`config.mk`:
```
export PLATFORM = sky130hd
export DESIGN_NAME = rx_comma_align_ctrl
export DESIGN_NICKNAME = d
export VERILOG_FILES = /design/src/rtl/rx_comma_align_ctrl.sv
export SDC_FILE = /design/constraint.sdc
export NUM_CORES = 1
export LEC_CHECK = 0
export ABC_AREA = 1
export CORE_AREA = 8 8 83 85
export CTS_BUF_LIST = sky130_fd_sc_hd__clkbuf_4
export DETAILED_ROUTE_END_ITERATION = 8
export DIE_AREA = 0 0 91 93
export GPL_TIMING_DRIVEN = 0
export PLACE_DENSITY = 0.73
export SLEW_MARGIN = 15
export SYNTH_ARGS = -nofsm -noshare
export SYNTH_HDL_FRONTEND = slang
export SYNTH_SLANG_ARGS = --single-unit
```
`constraint.sdc`:
```
create_clock -name clk -period 1.6 [get_ports clk]
set_input_delay 0.32 -clock clk [delete_from_list [all_inputs] [get_ports clk]]
set_output_delay 0.32 -clock clk [all_outputs]
set_load 0.01 [all_outputs]
```
`src/rtl/rx_comma_align_ctrl.sv`:
```
// rx_comma_align_ctrl
//   Per-channel comma-alignment controller for a 2.5G BASE-X GT receive path.
//   Hunts for comma lock with RXCOMMAALIGNEN asserted, declares alignment once
//   rxbyteisaligned has been stable for STABLE_CYCLES, and re-hunts on loss of
//   alignment or a realign strobe. Debug counters saturate and clear on reset only.
// Ports
//   clk                 rx user clock
//   resetn              asynchronous active-low reset
//   enable              1 = run, 0 = force IDLE
//   rx_resetdone        GT RX reset-done (asynchronous, synchronised here)
//   rxbyteisaligned     GT byte-aligned flag (clk domain)
//   rxbyterealign       GT realign strobe (clk domain)
//   rxcommaalignen_out  comma-align enable to GT / GPI mapper (high in HUNT)
//   aligned             high while LOCKED
//   align_lost          1-cycle pulse on LOCKED->HUNT
//   hunt_timeout        1-cycle pulse when the hunt timer expires
//   realign_cnt         saturating LOCKED->HUNT count
//   timeout_cnt         saturating hunt_timeout count
module rx_comma_align_ctrl #(
   parameter int STABLE_CYCLES = 16,
   parameter int LOSS_CYCLES   = 4,
   parameter int HUNT_TIMEOUT  = 65535,
   parameter int CNT_W         = 8
) (
   input  logic             clk,
   input  logic             resetn,
   input  logic             enable,
   input  logic             rx_resetdone,
   input  logic             rxbyteisaligned,
   input  logic             rxbyterealign,
   output logic             rxcommaalignen_out,
   output logic             aligned,
   output logic             align_lost,
   output logic             hunt_timeout,
   output logic [CNT_W-1:0] realign_cnt,
   output logic [CNT_W-1:0] timeout_cnt
);
   localparam int SW = $clog2(STABLE_CYCLES) + 1;
   localparam int LW = $clog2(LOSS_CYCLES) + 1;
   localparam int HW = $clog2(HUNT_TIMEOUT) + 1;
   localparam logic [SW-1:0] STABLE_LAST = SW'(STABLE_CYCLES - 1);
   localparam logic [LW-1:0] LOSS_LAST   = LW'(LOSS_CYCLES - 1);
   localparam logic [HW-1:0] HUNT_LAST   = HW'(HUNT_TIMEOUT - 1);

   typedef enum logic [1:0] {IDLE, HUNT, LOCKED} state_t;

   state_t           state_q, state_d;
   logic [1:0]       rdone_sync;
   logic             rdone_s;
   logic [SW-1:0]    stable_q, stable_d;
   logic [LW-1:0]    loss_q, loss_d;
   logic [HW-1:0]    hunt_q, hunt_d;
   logic [CNT_W-1:0] rcnt_d, tcnt_d;
   logic             lost_d, to_d, qual;

   assign rdone_s = rdone_sync[1];
   // A realign strobe invalidates any accumulated stability.
   assign qual    = rxbyteisaligned & ~rxbyterealign;

   always_ff @(posedge clk or negedge resetn) begin
      if (!resetn) begin
         rdone_sync         <= '0;
         state_q            <= IDLE;
         stable_q           <= '0;
         loss_q             <= '0;
         hunt_q             <= '0;
         rxcommaalignen_out <= 1'b0;
         aligned            <= 1'b0;
         align_lost         <= 1'b0;
         hunt_timeout       <= 1'b0;
         realign_cnt        <= '0;
         timeout_cnt        <= '0;
      end else begin
         rdone_sync         <= {rdone_sync[0], rx_resetdone};
         state_q            <= state_d;
         stable_q           <= stable_d;
         loss_q             <= loss_d;
         hunt_q             <= hunt_d;
         // Outputs are decoded from the next state so they are true flops.
         rxcommaalignen_out <= (state_d == HUNT);
         aligned            <= (state_d == LOCKED);
         align_lost         <= lost_d;
         hunt_timeout       <= to_d;
         realign_cnt        <= rcnt_d;
         timeout_cnt        <= tcnt_d;
      end
   end

   always_comb begin
      state_d  = state_q;
      stable_d = stable_q;
      loss_d   = loss_q;
      hunt_d   = hunt_q;
      rcnt_d   = realign_cnt;
      tcnt_d   = timeout_cnt;
      lost_d   = 1'b0;
      to_d     = 1'b0;
      // Disable / GT-not-ready wins over everything; no pulses, counters kept.
      if (!enable || !rdone_s) begin
         state_d = IDLE;
      end else begin
         case (state_q)
            IDLE: begin
               state_d  = HUNT;
               stable_d = '0;
               hunt_d   = '0;
            end
            HUNT: begin
               if (qual && stable_q == STABLE_LAST) begin
                  // Lock beats a coincident timeout: no pulse.
                  state_d = LOCKED;
                  loss_d  = '0;
               end else begin
                  stable_d = qual ? stable_q + 1'b1 : '0;
                  if (hunt_q == HUNT_LAST) begin
                     to_d   = 1'b1;
                     hunt_d = '0;
                     if (timeout_cnt != '1) tcnt_d = timeout_cnt + 1'b1;
                  end else begin
                     hunt_d = hunt_q + 1'b1;
                  end
               end
            end
            LOCKED: begin
               if (rxbyterealign || (!rxbyteisaligned && loss_q == LOSS_LAST)) begin
                  state_d  = HUNT;
                  stable_d = '0;
                  hunt_d   = '0;
                  lost_d   = 1'b1;
                  if (realign_cnt != '1) rcnt_d = realign_cnt + 1'b1;
               end else if (!rxbyteisaligned) begin
                  loss_d = loss_q + 1'b1;
               end else begin
                  loss_d = '0;
               end
            end
            default: state_d = IDLE;
         endcase
      end
   end
endmodule

```
Yosys cells after proc, flatten, opt, wreduce, memory -nomap -nowiden
Index checks and enable logic that the tools add are counted.
- flip-flop bits (word level): 49
- latch bits: 0
- bits in writable memories: 0
- memory bits (read-only): 0
- word-level logic and storage cells: 70
- memories: 0
- add/subtract/negate cells: 5
- multipliers: 0
- divide/modulo/power cells: 0
- magnitude comparators: 0
- eq/ne operators: 13
- shifts and indexed selects: 0
- muxes and demuxes: 23
- bitwise operators: 4
- reduce and logical (&&, ||, !) cells: 14
- operators by type and width (kind ; number):
    17-bit two-way mux ; 3
    17-bit case mux with 3 select lines ; 1
    17-bit by 1-bit adder with 17-bit output, second input constant ; 1
    17-bit by 16-bit equality test with 1-bit output, second input constant ; 1
    8-bit by 1-bit adder with 8-bit output, second input constant ; 2
    8-bit inequality test, second input constant ; 2
    5-bit two-way mux ; 3
    5-bit case mux with 3 select lines ; 1
    4-bit AND reduction ; 3
    3-bit two-way mux ; 3
    2-bit inequality test, second input constant ; 4
    1-bit two-way mux ; 7
    2-bit two-way mux ; 3
    2-bit case mux with 3 select lines ; 1
    3-bit case mux with 2 select lines ; 1
    5-bit by 1-bit adder with 5-bit output, second input constant ; 1
    5-bit by 4-bit equality test with 1-bit output, second input constant ; 1
    5-bit AND reduction ; 1
    2-bit by 1-bit equality test with 1-bit output, second input constant ; 2
    2-bit equality test, second input constant ; 2
    3-bit by 1-bit adder with 3-bit output, second input constant ; 1
    3-bit by 2-bit equality test with 1-bit output, second input constant ; 1
    1-bit logical NOT ; 3
    1-bit inverter ; 3
    other kinds (6) ; 8

Depth between registers and ports, before layout
Gate-level depths: netlist (run 1).
- depth after elaboration: 7
- depth in mapped cells: 11
- mapped depth without buffers: 11

Worst setup path after synthesis (run 1)
OpenSTA, ideal clock, no wires.
- path type: register to register
- from: reg stable_q[0]
- to: reg hunt_q[4]
- arrival: 1.571 ns
- required time: 1.480 ns
- slack: -0.090 ns
- stages on the path, launching flop included: 11
- buffers on the path: 1
- clock period less this slack: 1.690 ns
- path through: dfrtp_1 -> ha_1 -> inv_1 -> nor3_1 -> ha_1 -> nand3_1 -> nor2_1 -> nor2_4 -> buf_6 -> a21oi_1 -> nor2_1
- cells in the longest elaborated chain, start to end: 4
- ends and longest elaborated chain (item ; line ; text):
    from (decl) ; 50 ; logic [SW-1:0] stable_q, stable_d;
    from (signal assigned) ; 76 ; stable_q <= stable_d;
    5-bit by 4-bit equality test with 1-bit output ; 109 ; if (qual && stable_q == STABLE_LAST) begin
    1-bit logical AND ; 109 ;
    2-bit inequality test (no line) ; - ;
    4-bit AND reduction (no line) ; - ;
    to (signal assigned) ; 78 ; hunt_q <= hunt_d;
    to (decl) ; 52 ; logic [HW-1:0] hunt_q, hunt_d;
Every way passes these cells.
A chain may end at the register's enable or synchronous reset.

Final worst setup path (run 1)
- from: reg stable_q[0]
- to: reg hunt_q[2]
The elaborated chain is that of the path after synthesis.

==> flow_metrics.tcl, run 1 <==
set metrics [dict create \
    port_buffers 25 \
    cp.arrival_ns 2.09 \
    worst-path-buf-inv 3 \
    min_path_type "input port to register" \
    tightest_slew_ns 0.398 \
    synth-seq-cells 49 \
    fp-row-count 28 \
    hold_viol 0 \
    reg2reg_to "hunt_q[2]" \
    cts_root_buf "clkbuf_4" \
    grt_pass1_vias 2483 \
    antenna_found_initial 0 \
    avgRoutedWirePerCell_um 13.7 \
    yosys_warnings 0 \
    vias 2378 \
    rsz0062_at_grt "true" \
    drtPass1Iterations 4 \
    min-delay-start "rx_resetdone" \
    design.core.area_um2 5680 \
    routed_wl_mm 6.52 \
    numCtsBuffers 5 \
    grt_use_total_pct 15.8 \
    antenna_cells 0 \
    synth_nets 350 \
    post-dp-hpwl_mm 4.12 \
    fmax_ghz 0.551 \
    syn_area_um2 2660 \
    critPathLaunchType "register" \
    final_layout_size_suffix_gt1_share_pct 24.9 \
    drv_cap 0 \
    holdWs_ns 0.368 \
    avgSynthCellArea_um2 7.92 \
    synth.largest_area_cell "dfrtp_1" \
    synth_most_common_cell "nand2_1" \
    cp_num_cells 11 \
    min_period_over_period_pct 113 \
    power_mw 2.18 \
    crit_chain "ha_4 > inv_4 > nor3_4 > ha_2 > nand3_4 > nor2_4 > nor2_4 > buf_12 > buf_12 > a21oi_2 > nor2_1" \
    synthTopCellsByArea "dfrtp_1, nand2_1, nor2_1, inv_1, ha_1" \
    placed_area_um2 3040 \
    synthCells 336 \
    drt_iter0_drc 120 \
    max-clock-path-buffers 2 \
    overflow 0 \
    ys_top_cells_by_count "nand2_1, dfrtp_1, nor2_1" \
    htreeDepth 2 \
    fin_ws_ns -0.216 \
    final.setup_skew_ns 0.0120 \
    critPathMaxFanout 6 \
    setup_viol 35 \
    floorplan.initialDensity_pct 46.9 \
    crit_family "simple AND/OR/NAND/NOR gates" \
    end_kind "register" \
    clk_latency_ns 0.38 \
    r2r_cells 11 \
    nFillCells 486 \
    dieArea_um2 8460 \
    critPathRequiredTime_ns 1.87 \
    synth_top_area_share_pct 46.1 \
    synth_edf_count 0 \
    status "finished with violations" \
    synth-async-reset-ratio_pct 100 \
    nets 415 \
    clk_transition_reported_paths_ns 0.16 \
    fin_util_pct 63.6 \
    peakVddDrop_v 0.000317 \
    min_to "rdone_sync[0]" \
    slew_headroom_pct 73.5 \
    tritoncts "done" \
    synth_top_flop_cell "dfrtp_1" \
    netlist-cell-type-count 27 \
    drc 0 \
    gp_congestion 0.860 \
    violations "negative setup slack" \
    grt_pass1_wl_mm 11.1 \
    slowest_delay_ns 0.44 \
    powerDensity_nw_per_um2 604 \
    detail-route-antenna-nets 0 \
    r2r_slack_ns -0.22 \
    vias_per_cell 4.99 \
    syn_to_final_growth_pct 35.7 \
    power_leakage_nw 1.74 \
    clkSinkCount 49 \
    grt_max_degree 35 \
    yosysSeqAreaShare_pct 46.1 \
    fin_area_um2 3610 \
    crit_type "register to register" \
    whs_path_depth 1 \
    io_pins 26 \
    die_y_um 93 \
    layout_min_cycle_time_ns 1.82 \
    rr_startpoint "stable_q[0]" \
    slowest_stage "dfrtp_1" \
    drv_slew 0 \
    die_w_um 91 \
]
-- per-stage QoR --
stage | worst slack (ns) | std cells | setup TNS (ns)
floorplan | 0.0132 | 336 | 0
global placement | -1.22 | 436 | -68.28
detailed placement | -0.384 | 437 | -9.44
CTS | -0.192 | 469 | -3.35
global route | -0.308 | 477 | -8.58
finish | -0.216 | 477 | -4.42
-- kinds of logic (layout without fill, tap and decap cells) --
group / count (synthesis) / count (layout) / synth area share, %
buf+inv: 48 / 113 / 7.10
compound gates: 40 / 40 / 7.81
xor+xnor: 12 / 12 / 3.95
fa+ha+maj: 8 / 8 / 3.76
simple gates: 179 / 180 / 31.3
flops: 49 / 49 / 46.1
-- how the worst max path moves through the flow --
stage | from | to | slack (ns)
after floorplan | stable_q[0] | hunt_q[9] | 0.01
after global placement | resetn | hunt_q[14] | -1.22
after detailed placement | rxbyteisaligned | hunt_q[1] | -0.38
after CTS | stable_q[0] | stable_q[2] | -0.19
after global routing | stable_q[0] | hunt_q[2] | -0.31
final | stable_q[0] | hunt_q[2] | -0.22
-- power by group --
| part | leakage [nW] | switching (mW) | internal (mW) |
|---|---|---|---|
| clock | 0.0414 | 0.430 | 0.331 |
| combinational | 1.06 | 0.0938 | 0.0653 |
| sequential | 0.644 | 0.00999 | 1.25 |
-- cells in the final DEF (no fill, tap or decap), types with 4 or more instances in the layout --
cell type / instances
nor2_2: 6
ha_1: 5
inv_1: 38
nand4_1: 8
a21oi_2: 6
nand3_4: 4
xor2_1: 9
buf_4: 25
nor2_1: 39
dlygate4sd2_1: 16
o21ai_0: 11
dlymetal6s2s_1: 4
nand2_1: 80
nand3_1: 17
clkdlybuf4s50_1: 4
dfrtp_1: 48
buf_6: 4
nand2_2: 6
clkbuf_4: 5
nor2_4: 5
inv_2: 6
o21ai_1: 13
-- cell type report --
type / count / area (um^2) / area share [%]
plain buffers: 2 / 31.3 / 0.866
clock buffers: 5 / 37.5 / 1.04
clock inverters: 3 / 46.3 / 1.28
inverters: 46 / 178 / 4.92
multi-input cells: 240 / 1470 / 40.6
flip-flops and latches: 49 / 1230 / 34.0
well taps: 75 / 93.8 / 2.60
repair buffers: 57 / 532 / 14.7
-- routing by layer --
layer / track usage, % / vias up / wire length [um]
met1: 18.0 / 1123 / 2750
met4: 5.73 / 0 / 89
met5: 0 / - / 0
met3: 3.93 / 8 / 272
li1: - / 1203 / -
met2: 28.2 / 44 / 3410
-- timing repair --
action / CTS / global route
hold endpoints to repair: 15 / 0
gates cloned: 2 / 1
pin swaps: 11 / 12
buffers inserted: 21 / 7
setup endpoints to repair: 53 / 46
hold buffers: 1 / 0
gates resized for setup: 49 / 31
-- sequential cells by signal (all words and copies together), names as in the netlist --
signal              cells
hunt_q                 17
realign_cnt             8
timeout_cnt             8
stable_q                5
loss_q                  3
rdone_sync              2
state_q                 2
align_lost              1
aligned                 1
hunt_timeout            1
rxcommaalignen_out      1
No activity file was read; power rests on OpenSTA's default activity.
==> run 2, diff against run 1 <==
RECOVER_POWER = 25   (was unset)
==> run 2 against run 1 <==
Against the previous run:
- the flow still finishes with violations (negative setup slack)
- hold slack gained 0.0063 ns
- combinational power shrank 3%
- power shrank 0.17%
- sequential cell count is the same
- non-clock buffer count is the same
- clock skew is the same
- die area is the same
- sequential share of layout area grew 0.094 points
- global-route usage is the same
- cell area shrank 0.28%
- critical path type unchanged
- critical endpoint unchanged
- highest routed layer unchanged
==> flow_metrics.tcl, run 2 (synthesized netlist as in run 1, its figures left out) <==
set metrics [dict create \
    status "finished with violations" \
    violations "negative setup slack" \
    vias 2377 \
    routed_wl_mm 6.52 \
    dieArea_um2 8460 \
    reg2reg_to "hunt_q[2]" \
    r2r_slack_ns -0.22 \
    final_common_cell "nand2_1" \
    fmax_ghz 0.551 \
    ff_latch_area_um2 1230 \
    min-delay-start "rdone_sync[0]" \
    vias_per_cell 4.98 \
    critPathLaunchType "register" \
    max-clock-path-buffers 2 \
    grt_max_degree 35 \
    antenna_cells 0 \
    htreeDepth 2 \
    power_mw 2.18 \
    crit_family "simple AND/OR/NAND/NOR gates" \
    antenna_found_initial 0 \
    layout_min_cycle_time_ns 1.82 \
    largest_register "hunt_q" \
    cts_root_buf "clkbuf_4" \
    die_y_um 93 \
    holdWs_ns 0.374 \
    nFillCells 487 \
    slew_headroom_pct 39.9 \
    tritoncts "done" \
    detail-route-antenna-nets 0 \
    min_period_over_period_pct 113 \
    cp_num_cells 11 \
    io_pins 26 \
    drt_iter0_drc 120 \
    final_layout_size_suffix_gt1_share_pct 24.6 \
    r2r_cells 11 \
    grt_pass1_vias 2483 \
    slowest_stage "dfrtp_1" \
    min_path_type "register to register" \
    clk_transition_reported_paths_ns 0.16 \
    setup_viol 35 \
    tightest_slew_ns 0.901 \
    drc 0 \
    post-dp-hpwl_mm 4.12 \
    peakVddDrop_v 0.000317 \
    powerDensity_nw_per_um2 604 \
    rsz0062_at_grt "true" \
    drtPass1Iterations 4 \
    worst-path-buf-inv 3 \
    clk_latency_ns 0.38 \
    crit_type "register to register" \
    numCtsBuffers 5 \
    grt_pass1_wl_mm 11.1 \
    dp_slack_ns -0.384 \
    end_kind "register" \
    die_w_um 91 \
    layout_common_cells "nand2_1, dfrtp_1, nor2_1" \
    syn_to_final_growth_pct 35.4 \
    rr_startpoint "stable_q[0]" \
    critPathRequiredTime_ns 1.87 \
    cp.arrival_ns 2.09 \
    power_leakage_nw 1.74 \
    slowest_delay_ns 0.44 \
    fp-row-count 28 \
    largest_reg_flops 17 \
    reg_top3 "hunt_q x17, realign_cnt x8, timeout_cnt x8" \
    fin_ws_ns -0.215 \
    crit_chain "ha_4 > inv_4 > nor3_4 > ha_2 > nand3_4 > nor2_4 > nor2_4 > buf_12 > buf_12 > a21oi_2 > nor2_1" \
    port_buffers 25 \
    multiInputGateArea_um2 1470 \
    design.core.area_um2 5680 \
    min_to "rdone_sync[1]" \
    avgRoutedWirePerCell_um 13.7 \
    drv_slew 0 \
    floorplan.initialDensity_pct 46.9 \
    critPathMaxFanout 6 \
    whs_path_depth 0 \
    gp_congestion 0.860 \
    grt_use_total_pct 15.8 \
    drv_cap 0 \
    hold_viol 0 \
    overflow 0 \
    clkSinkCount 49 \
    nets 415 \
    final.setup_skew_ns 0.0120 \
]
run 2: changes by cell type in the layout (fill, tap and decap cells not counted):
cell,change
dlygate4sd3_1,+1
clkbuf_1,+1
buf_6,+1
buf_2,-1
clkdlybuf4s50_1,-1
buf_12,-1
run 2: worst register-to-register path, cell delays in order (launching register included):
cell and delay, ns:
dfrtp_1 0.44, ha_4 0.17, inv_4 0.04, nor3_4 0.14, ha_2 0.21, nand3_4 0.09
nor2_4 0.12, nor2_4 0.06, buf_12 0.14, buf_12 0.13, a21oi_2 0.11, nor2_1 0.05
run 2: how the worst max path moves through the flow:
stage | start | end | slack (ns)
6_report | stable_q[0] | hunt_q[2] | -0.22
5_1_grt | stable_q[0] | hunt_q[2] | -0.31
4_1_cts | stable_q[0] | stable_q[2] | -0.19
3_5_place_dp | rxbyteisaligned | hunt_q[1] | -0.38
3_3_place_gp | resetn | hunt_q[14] | -1.22
2_1_floorplan | stable_q[0] | hunt_q[9] | 0.01
run 2: what timing repair did:
item,in CTS,in global routing
resized for setup,49,31
hold endpoints to repair,15,0
endpoints found under the setup margin,53,46
hold buffers,1,0
gates cloned,2,1
setup buffers,21,7
pin swaps,11,12
run 2: through the flow:
stage	setup TNS [ns]	util [%]	cell area [um^2]	cells
finish	-4.41	63.4	3600	477
CTS	-3.35	60.2	3410	469
floorplan	0	-	2680	336
detailed placement	-9.44	53.6	3040	437
global route	-8.58	63.4	3600	477
global placement	-68.28	53.4	3030	436
run 2: where the power goes:
part | internal, mW | switching, mW | leakage (nW)
clock | 0.331 | 0.430 | 0.0414
combinational | 0.0620 | 0.0934 | 1.05
sequential | 1.25 | 0.00999 | 0.644
run 2: final cells by class:
class,instances,share of cell area (%)
multi-input cells,240,40.7
flip-flops and latches,49,34.1
repair buffers,57,14.5
inverters,46,4.93
well taps,75,2.61
clock inverters,3,1.29
clock buffers,5,1.04
plain buffers,2,0.869
run 2: per-layer routing:
layer	global-route usage (%)	up-vias	wire length, um
met1	18.0	1122	2750
met4	5.73	0	89
met5	0	-	0
met3	3.93	8	272
li1	-	1203	-
met2	28.2	44	3410
